`src/rtl/serial_add_sub_pkg.sv`:
```
// Shared definitions for the bit-serial add/subtract unit.
//   sas_state_t   : sequencer state encoding (IDLE=0, RUN=1, DONE=2; code 3 is unused)
//   ALU_OP_ADDSUB : CPU ALU op code that routes add/sub requests to this unit
package serial_add_sub_pkg;

  typedef enum logic [1:0] {
    SAS_IDLE = 2'd0,
    SAS_RUN  = 2'd1,
    SAS_DONE = 2'd2
  } sas_state_t;

  localparam logic [3:0] ALU_OP_ADDSUB = 4'h1;

endpackage

```
`src/rtl/serial_add_sub_if.sv`:
```
// Request/response bundle between the CPU datapath and the serial add/sub unit.
//   master : CPU side, drives start/sub/a/b, observes busy/done/sum/cout/overflow/zero
//   slave  : add/sub unit side
interface serial_add_sub_if #(
  parameter int WIDTH = 8
);
  logic             start;
  logic             sub;
  logic [WIDTH-1:0] a;
  logic [WIDTH-1:0] b;
  logic             busy;
  logic             done;
  logic [WIDTH-1:0] sum;
  logic             cout;
  logic             overflow;
  logic             zero;

  modport master (
    output start, sub, a, b,
    input  busy, done, sum, cout, overflow, zero
  );

  modport slave (
    input  start, sub, a, b,
    output busy, done, sum, cout, overflow, zero
  );
endinterface

```
`src/rtl/serial_add_sub_fa.sv`:
```
// One-bit full adder; the only arithmetic cell in the serial add/sub unit.
//   x, y, cin : operand bits and carry in
//   sum, cout : sum bit and carry out
module full_adder_1bit (
  input  logic x,
  input  logic y,
  input  logic cin,
  output logic sum,
  output logic cout
);

  assign sum  = x ^ y ^ cin;
  assign cout = (x & y) | (cin & (x ^ y));

endmodule

```
`src/rtl/serial_add_sub.sv`:
```
// Bit-serial add/subtract sequencer. Latches two WIDTH-bit operands and feeds
// them LSB first through a single full-adder cell, one bit per clock, with the
// carry held in a flop between bits. Subtraction is a + ~b + 1 (carry seeded
// with 1).
//   clk  : rising-edge clock
//   rst  : synchronous active-high reset
//   bus  : slave side of serial_add_sub_if (start/sub/a/b in;
//          busy/done/sum/cout/overflow/zero out, all registered)
//
// state    | meaning
// ---------+--------------------------------------------------------------
// SAS_IDLE | waiting for start; result outputs hold last values
// SAS_RUN  | one operand bit per edge, exactly WIDTH edges
// SAS_DONE | one-cycle done pulse; a start here is accepted back-to-back
module serial_add_sub
  import serial_add_sub_pkg::*;
#(
  parameter int WIDTH = 8
) (
  input  logic                clk,
  input  logic                rst,
  serial_add_sub_if.slave     bus
);

  localparam int CW = $clog2(WIDTH);
  localparam logic [CW-1:0] LAST_BIT   = CW'(WIDTH - 1);
  localparam logic [CW-1:0] PENULT_BIT = CW'(WIDTH - 2);

  sas_state_t       state;
  logic [WIDTH-1:0] opa;
  logic [WIDTH-1:0] opb;
  logic [WIDTH-1:0] result;
  logic [CW-1:0]    bitcnt;
  logic             carry;
  logic             c_msb;

  logic             fa_sum;
  logic             fa_cout;
  logic [WIDTH-1:0] result_next;

  full_adder_1bit u_fa (
    .x    (opa[0]),
    .y    (opb[0]),
    .cin  (carry),
    .sum  (fa_sum),
    .cout (fa_cout)
  );

  // Sum bits enter at the MSB so that after WIDTH shifts bit 0 sits at bit 0.
  assign result_next = {fa_sum, result[WIDTH-1:1]};

  always_ff @(posedge clk) begin
    if (rst) begin
      state        <= SAS_IDLE;
      opa          <= '0;
      opb          <= '0;
      result       <= '0;
      bitcnt       <= '0;
      carry        <= 1'b0;
      c_msb        <= 1'b0;
      bus.busy     <= 1'b0;
      bus.done     <= 1'b0;
      bus.sum      <= '0;
      bus.cout     <= 1'b0;
      bus.overflow <= 1'b0;
      bus.zero     <= 1'b0;
    end else begin
      case (state)
        SAS_IDLE, SAS_DONE: begin
          bus.done <= 1'b0;
          if (bus.start) begin
            opa      <= bus.a;
            opb      <= bus.sub ? ~bus.b : bus.b;
            carry    <= bus.sub;
            bitcnt   <= '0;
            bus.busy <= 1'b1;
            state    <= SAS_RUN;
          end else begin
            bus.busy <= 1'b0;
            state    <= SAS_IDLE;
          end
        end

        SAS_RUN: begin
          opa    <= opa >> 1;
          opb    <= opb >> 1;
          result <= result_next;
          carry  <= fa_cout;
          bitcnt <= bitcnt + CW'(1);
          // Carry out of bit WIDTH-2 is the carry into the MSB; needed for signed overflow.
          if (bitcnt == PENULT_BIT) begin
            c_msb <= fa_cout;
          end
          if (bitcnt == LAST_BIT) begin
            bus.sum      <= result_next;
            bus.cout     <= fa_cout;
            bus.overflow <= c_msb ^ fa_cout;
            bus.zero     <= (result_next == '0);
            bus.busy     <= 1'b0;
            bus.done     <= 1'b1;
            state        <= SAS_DONE;
          end
        end

        default: begin
          bus.busy <= 1'b0;
          bus.done <= 1'b0;
          state    <= SAS_IDLE;
        end
      endcase
    end
  end

endmodule

```
`src/flat_wrapper.sv`:
```
// flat-port wrapper written by rule: the top's interface ports become plain ports
module serial_add_sub_flat import serial_add_sub_pkg::*;
#(
  parameter int WIDTH = 8
)
  (clk, rst, bus_start, bus_sub, bus_a, bus_b, bus_busy, bus_done, bus_sum, bus_cout, bus_overflow, bus_zero);
  serial_add_sub_if #(.WIDTH(WIDTH)) bus_i ();
  input  logic clk;
  input  logic rst;
  input wire logic [$bits(bus_i.start)-1:0] bus_start;
  input wire logic [$bits(bus_i.sub)-1:0] bus_sub;
  input wire logic [$bits(bus_i.a)-1:0] bus_a;
  input wire logic [$bits(bus_i.b)-1:0] bus_b;
  output wire logic [$bits(bus_i.busy)-1:0] bus_busy;
  output wire logic [$bits(bus_i.done)-1:0] bus_done;
  output wire logic [$bits(bus_i.sum)-1:0] bus_sum;
  output wire logic [$bits(bus_i.cout)-1:0] bus_cout;
  output wire logic [$bits(bus_i.overflow)-1:0] bus_overflow;
  output wire logic [$bits(bus_i.zero)-1:0] bus_zero;
  assign bus_i.start = bus_start;
  assign bus_i.sub = bus_sub;
  assign bus_i.a = bus_a;
  assign bus_i.b = bus_b;
  assign bus_busy = bus_i.busy;
  assign bus_done = bus_i.done;
  assign bus_sum = bus_i.sum;
  assign bus_cout = bus_i.cout;
  assign bus_overflow = bus_i.overflow;
  assign bus_zero = bus_i.zero;
  serial_add_sub #(.WIDTH(WIDTH)) u_core (.clk(clk), .rst(rst), .bus(bus_i));
endmodule
```
`config.mk`:
```
export PLATFORM = sky130hd
export DESIGN_NAME = serial_add_sub_flat
export DESIGN_NICKNAME = d
export VERILOG_FILES = /design/src/rtl/serial_add_sub_pkg.sv /design/src/rtl/serial_add_sub_if.sv /design/src/rtl/serial_add_sub_fa.sv /design/src/rtl/serial_add_sub.sv /design/src/flat_wrapper.sv
export SDC_FILE = /design/constraint.sdc
export NUM_CORES = 1
export LEC_CHECK = 0
export ABC_AREA = 1
export CORE_ASPECT_RATIO = 1.25
export CORE_UTILIZATION = 55
export DETAILED_ROUTE_END_ITERATION = 10
export PLACE_DENSITY = 0.79
export SLEW_MARGIN = 30
export SYNTH_ARGS = -nofsm -noshare
export SYNTH_HDL_FRONTEND = slang
export SYNTH_SLANG_ARGS = --single-unit
export TNS_END_PERCENT = 100
```
`constraint.sdc`:
```
create_clock -name clk -period 2.4 [get_ports clk]
set_input_delay 0.24 -clock clk [delete_from_list [all_inputs] [get_ports clk]]
set_output_delay 0.24 -clock clk [all_outputs]
set_load 0.1 [all_outputs]
```
# Word level (Yosys, flattened, before mapping)
# Cells that the tools add are included.
[classes]
add_sub_neg = 1
eq_ne = 6
n_mux = 15
bitwise = 8
reduce_logical = 8
[ops]
columns = ["operator", "count"]
rows = [
  ["$pmux 8 s2", 2],
  ["$mux 8", 3],
  ["$logic_not 8->1", 1],
  ["$not 8->8", 1],
  ["$eq 3x3->1 const B", 2],
  ["$pmux 3 s2", 1],
  ["$reduce_and 2->1", 3],
  ["$mux 1", 4],
  ["$pmux 1 s2", 2],
  ["$pmux 2 s2", 1],
  ["$reduce_or 2->1", 2],
  ["$add 3x1->3 const B", 1],
  ["$mux 3", 1],
  ["$xor 1x1->1", 3],
  ["$and 1x1->1", 2],
  ["$eq 2x1->1 const B", 1],
  ["$eq 2x2->1 const B", 1],
  ["$logic_not 2->1", 1],
  ["$mux 2", 1],
  ["$ne 2x1->1 const B", 1],
  ["$ne 2x2->1 const B", 1],
  ["$reduce_bool 2->1", 1],
  ["$not 1->1", 1],
  ["$or 1x1->1", 1],
]
[totals]
register_bits = 44
input_bits = 20
output_inout_bits = 13
word_cells = 51

# Depth between registers and ports, before layout
# Gate-level depths: netlist of run 1.
[logic_depth]
ltp_word = 4
ltp_mapped = 7
mapped_depth_nobuf = 7

# Hierarchy
# Synthesis of run 1 repeated with hierarchy kept, for this count alone.
[unflattened]
hier_cells = 265
area_unflattened_um2 = 1854.3
[modules_own_cells]
columns = ["module", "instances", "cells_each", "area_each_um2", "seq_area_each_um2"]
rows = [
  ["serial_add_sub", 1, 264, 1834.3, 840.8],
  ["full_adder_1bit", 1, 1, 20.0, 0.0],
]

# Least setup slack after synthesis of run 1
# Ideal clock, no wire load.
[synth_timing]
kind = "register to register"
startpoint = "register u_core.bitcnt[0]"
endpoint = "register u_core.bus.sum[0]"
setup_time_ns = 0.116
arrival_time_ns = 1.247
required_time_ns = 2.284
path_slack_ns = 1.037
stages_incl_launch_ff = 7
path_buffers = 1
period_less_slack_ns = 1.363
cell_sequence = "dfxtp_1 -> ha_1 -> ha_1 -> nand3_2 -> inv_1 -> buf_4 -> o21a_1"
[synth_via]
elab_chain_cells = 2
[synth_lines]
columns = ["element", "line_no", "rtl"]
rows = [
  ["start, declared", "serial_add_sub.sv:33", "logic [CW-1:0] bitcnt;"],
  ["start signal, assigned", "serial_add_sub.sv:89", "bitcnt <= bitcnt + CW'(1);"],
  ["$eq 3x3->1", "serial_add_sub.sv:94", "if (bitcnt == LAST_BIT) begin"],
  ["$reduce_and 2->1 (no source line)", "-", ""],
  ["end signal, assigned", "serial_add_sub.sv:95", "bus.sum <= result_next;"],
  ["end, declared", "serial_add_sub_if.sv:25", "output busy, done, sum, cout, overflow, zero"],
]
# Every way passes these cells.
# A chain may end at the register's enable or synchronous reset.

# Worst setup path in the final report of run 1
[layout_timing]
startpoint = "register u_core.bitcnt[0]"
endpoint = "register u_core.bus.sum[4]"
# Same word-level chain as after synthesis.

==> results of run 1 <==
## layout make-up
class                   count  area (µm²)  area share
flip-flops and latches     43         861       0.387
inverters                  24        90.1      0.0405
clock buffers               7        76.3      0.0343
well taps                  37        46.3      0.0208
repair buffers             33         295       0.133
multi-input cells         185         852       0.383
clock inverters             1        5.00     0.00225
## how the worst max path moves through the flow
| stage | cells after the start | startpoint | endpoint |
|---|---|---|---|
| after floorplan | 6 | u_core.bitcnt[0] | u_core.bus.sum[0] |
| final | 6 | u_core.bitcnt[0] | u_core.bus.sum[4] |
| after detailed placement | 7 | bus_start | u_core.opb[1] |
| after CTS | 6 | u_core.bitcnt[0] | u_core.bus.sum[4] |
| after global placement | 7 | bus_start | u_core.opb[2] |
| after global routing | 6 | u_core.bitcnt[0] | u_core.bus.sum[4] |
## cell usage in the layout, fill, tap and decap left out
cell,Yosys,layout
nand2_1,84,84
dfxtp_1,43,43
nor2_1,29,29
a21oi_1,26,26
inv_1,23,23
nand3_1,21,21
clkdlybuf4s50_1,0,19
buf_4,2,14
o21ai_0,11,11
clkbuf_8,0,5
ha_1,3,3
o21a_1,2,2
clkbuf_1,5,2
nand3_2,1,1
xnor2_1,1,1
nor2_4,1,1
nand4_1,1,1
nand2_4,1,1
nand2_2,1,1
inv_2,1,1
nor2_2,1,1
o21ai_1,1,1
fa_1,1,1
clkinv_2,0,1
## logic make-up after synthesis
group | after synthesis | share of synthesized area
compound gates | 40 | 0.109
xor+xnor | 1 | 0.00466
flops | 43 | 0.457
simple gates | 140 | 0.309
buf+inv | 35 | 0.0898
fa+ha+maj | 4 | 0.0306
## routing by layer
metal / vias up / GRT usage / wire length [µm]
met5: - / 0 / 0
met4: 0 / 0.0962 / 64
met3: 5 / 0.0698 / 149
met2: 39 / 0.401 / 1860
met1: 755 / 0.257 / 1680
li1: 886 / - / -
## registers in the layout (all words and copies together) (netlist names)
signal	flops
u_core.opa	8
u_core.opb	8
u_core.bus.sum	8
u_core.bus.zero	1
u_core.bus.done	1
u_core.bus.cout	1
u_core.carry	1
u_core.bitcnt	3
u_core.bus.overflow	1
u_core.c_msb	1
u_core.bus.busy	1
u_core.state	2
u_core.result	7
## where the power goes
group	total, µW	switching, µW	internal [µW]
combinational	201	120	80.3
sequential	774	24.8	750
clock	439	235	204
## Yosys cell counts
cell | n | area share
o21a_1 | 2 | 0.0080
o21ai_0 | 11 | 0.029
xnor2_1 | 1 | 0.0047
buf_4 | 2 | 0.0080
nor2_1 | 29 | 0.058
nor2_2 | 1 | 0.0033
clkbuf_1 | 5 | 0.010
buf_6 | 4 | 0.024
dfxtp_1 | 43 | 0.46
fa_1 | 1 | 0.011
nand3_2 | 1 | 0.0053
o21ai_1 | 1 | 0.0027
nand3_1 | 21 | 0.056
a21oi_1 | 26 | 0.069
inv_1 | 23 | 0.046
nand2_2 | 1 | 0.0033
ha_1 | 3 | 0.020
inv_2 | 1 | 0.0020
nor2_4 | 1 | 0.0060
nand4_1 | 1 | 0.0033
nand2_1 | 84 | 0.17
nand2_4 | 1 | 0.0060
## worst max-delay path, cell delays in order, from the launching register on
cell	delay (ns)
dfxtp_1	0.37
ha_1	0.17
ha_1	0.23
nand3_2	0.23
inv_1	0.35
o21ai_0	0.12
a21oi_1	0.15
## per-stage QoR
stage / area (µm²) / worst slack [ns] / hold slack [ns] / instances
floorplan: 1880 / 1.04 / 0.309 / 263
global placement: 2140 / 0.684 / 0.449 / 322
detailed placement: 2140 / 0.628 / 0.455 / 322
CTS: 2230 / 0.708 / 0.467 / 330
global route: 2230 / 0.553 / 0.497 / 330
finish: 2230 / 0.707 / 0.465 / 330
==> results.yml, run 1 <==
grt:
  grt_use_total: 0.232
  grt_max_degree: 27
  grt_pass1_wl_um: 6110
  antenna_found_initial: 0
  overflow: 0
  grt_pass1_vias: 1465
floorplan:
  die_x_um: 54.3
  start_util: 0.584
  rows: 23
  coreArea_mm2: 0.00322
  dieArea_mm2: 0.00366
  fp.dieH_um: 67.4
  io_pins: 33
layout:
  area_growth_pct: 18.3
  antenna_cells: 0
  nets: 316
  drive_gt1_frac: 0.0887
  fin_util: 0.691
  num-fill-cells: 288
sta:
  fin_crit_sh: 0.705
  min_period_ns: 1.69
  timing.fmax_ghz: 0.591
  hold_viol_final: 0
  max-slew-margin-rel: 0.572
  drv_slew: 0
  clock_skew_ns: 0.00603
  rsz0062_at_grt: "false"
  setup_violations: 0
  worstMarginPinSlew_ns: 0.642
  fin_tns_setup_ns: 0
cts:
  ctsHoldBuffers: 0
  clkTransAtPathRegs_ns: 0.08
  cts_tree: "built"
  post_cts_buffers: 0
  cts_buffers: 5
  cts_max_path_buffers: 2
  clock-sinks: 43
  cts-root-buf: "clkbuf_8"
  cts_max_level: 2
  cts_resized: 0
  clk_latency_ns: 0.29
synth:
  syn_area_per_cell_um2: 7.16
  synth_cell_types: 22
  yosys_warnings: 0
  syn_nets: 287
  syn_inst: 263
  seq_area_frac_synth: 0.457
  synth_area_mm2: 0.00188
  synth-seq-cells: 43
critical_path:
  reg2reg_slack_ns: 0.71
  crit_fanout: 13
  required_ns: 2.62
  path_class: "register to register"
  rr_startpoint: "u_core.bitcnt[0]"
  r2r_cells: 6
  cp.arrival_ns: 1.92
  crit_path_end_kind: "register"
  reg2reg_to: "u_core.bus.sum[4]"
  cp-start-kind: "register"
place:
  gp_congestion: 0.775
  portBuffers: 32
  hpwl_um: 2530
run:
  cap_violations: 0
pwr:
  powerDensity_mw_per_mm2: 635
  vdd_drop_max_mv: 0.544
  fin_total_pwr_uw: 1410
  leakagePower_uw: 0.00105
worst_hold_path:
  holdPathEnd: "u_core.bus.sum[3]"
  hold_path.class: "register to register"
  hp-start: "u_core.bus.sum[3]"
  holdPathStages: 2
drt:
  first_pass_iters: 4
  first_iter_violations: 42
  routedWlPerCell_um: 11.4
  wirelength_um: 3760
  drcViolationCount: 0
  drt-vias-per-instance: 5.11
  vias: 1685
  ant_nets: 0
run_status:
  outcome: "finished clean"
Power figures use the tool's default switching activity.
==> run 2: changes to the inputs <==
- CORE_UTILIZATION: 55 -> 52
- PLACE_DENSITY: 0.79 -> 0.75
- clock period: 2.4 -> 1.6 ns (I/O delays scaled with it)
==> run 2 against run 1 <==
Effect of this change:
- critical path depth did not move
- non-clock buffer count rose by 11
- core utilization rose by 3.5 points
- cell area rose by 13%
- critical path type unchanged
- routed wire length rose by 8.4%
- total power rose by 67%
- combinational power rose by 66%
- largest cell class unchanged
==> results.yml, run 2 (synthesis results as in run 1) <==
run_status:
  outcome: "finished clean"
sta:
  drv_slew: 0
  max-slew-margin-rel: 0.773
  worstMarginPinSlew_ns: 0.340
  fin_tns_setup_ns: 0
  setup_violations: 0
  fin_crit_sh: 0.932
  rsz0062_at_grt: "false"
  min_period_ns: 1.49
  clock_skew_ns: 0.00802
  timing.fmax_ghz: 0.671
  whs_ns: 0.444
  hold_viol_final: 0
grt:
  met3_usage: 0.0597
  grt_max_degree: 23
  grt_pass1_wl_um: 6820
  met1_usage: 0.256
  grt_use_total: 0.224
  use_met2: 0.390
  overflow: 0
  antenna_found_initial: 0
  grt_pass1_vias: 1591
  grt.busiest_layer: "met2"
critical_path:
  cp-start-kind: "register"
  crit_path_end_kind: "register"
  rr_startpoint: "u_core.bitcnt[0]"
  critPathCapture: "u_core.bus.sum[0]"
  r2r_cells: 6
  required_ns: 1.80
  crit_fanout: 8
  path_class: "register to register"
  reg2reg_to: "u_core.bus.sum[0]"
  cp.arrival_ns: 1.69
  startpoint: "u_core.bitcnt[0]"
  reg2reg_slack_ns: 0.11
layout:
  drive_gt1_frac: 0.132
  final_area_mm2: 0.00253
  final_common_cell: "nand2_1"
  top_regs: "u_core.bus.sum x8, u_core.opa x8, u_core.opb x8"
  num-fill-cells: 290
  multiInputGateArea_um2: 852
  antenna_cells: 0
  final_cell_mix: "nand2_1 (84), dfxtp_1 (43), nor2_1 (29), a21oi_1 (26), inv_1 (22)"
  area_growth_pct: 34.2
  instances_no_fill: 343
  area.sequential_um2: 861
  nets: 327
cts:
  ctsHoldBuffers: 0
  cts_max_level: 2
  clk_latency_ns: 0.29
  cts_buffers: 5
  cts_tree: "built"
  clkTransAtPathRegs_ns: 0.08
  clock-sinks: 43
  cts-root-buf: "clkbuf_8"
  cts_max_path_buffers: 2
place:
  gp_congestion: 0.746
  portBuffers: 32
  dpl-instance-area_mm2: 0.00237
  dp_cells: 331
  hpwl_um: 2660
floorplan:
  dieArea_mm2: 0.00386
  die_x_um: 55.8
  io_pins: 33
  start_util: 0.540
  coreArea_mm2: 0.00348
  rows: 24
  fp.dieH_um: 69.3
drt:
  ant_nets: 0
  routedWlPerCell_um: 11.9
  first_iter_violations: 43
  wirelength_um: 4070
  first_pass_iters: 5
  vias: 1733
  drt-vias-per-instance: 5.05
  drcViolationCount: 0
pwr:
  vdd_drop_max_mv: 0.812
  leakagePower_uw: 0.00115
  fin_total_pwr_uw: 2360
  powerDensity_mw_per_mm2: 933
run:
  cap_violations: 0
worst_hold_path:
  hold_path.class: "input pin to register"
run 2: routing by layer:
layer	vias up	share of wire
met5	-	0
met4	0	0.029
met3	13	0.043
met2	39	0.50
met1	773	0.43
li1	908	-
run 2: cell type report:
cell class | count | share of cell area
inverters | 24 | 0.0371
well taps | 39 | 0.0193
flip-flops and latches | 43 | 0.341
clock inverters | 2 | 0.0139
repair buffers | 44 | 0.219
clock buffers | 6 | 0.0327
multi-input cells | 185 | 0.337
run 2: timing repair:
action / 4_1_cts / 5_1_grt
endpoints found under the setup margin: 0 / 5
resized for setup: 0 / 1
buffers inserted: 0 / 4
run 2: worst max-delay path, cell delays in order, from the launching register on:
cell,delay (ns)
dfxtp_1,0.35
ha_1,0.21
ha_1,0.23
nand3_2,0.13
clkinvlp_4,0.16
buf_4,0.17
o21a_1,0.15
run 2: where the power goes:
group / switching, µW / internal [µW] / leakage (µW)
registers: 41.8 / 1120 / 0.000351
logic: 187 / 146 / 0.000736
clock network: 355 / 505 / 0.0000612
total: 583 / 1780 / 0.00115
run 2: how the worst min path moves through the flow:
stage	start	end	slack, ns	cells past startpoint
floorplan	rst	u_core.bus.sum[1]	0.23	1
global placement	u_core.opa[7]	u_core.opa[7]	0.45	2
detailed placement	u_core.opa[7]	u_core.opa[7]	0.45	2
CTS	bus_a[7]	u_core.opa[7]	0.44	3
global route	bus_a[7]	u_core.opa[7]	0.47	3
finish	bus_a[7]	u_core.opa[7]	0.44	3
run 2: stage by stage:
stage                     setup slack [ns]  utilization
after floorplan                      0.237            -
after global placement               0.147        0.682
after detailed placement             0.128        0.682
after CTS                            0.104        0.716
after global routing                0.0338        0.725
final                                0.109        0.725
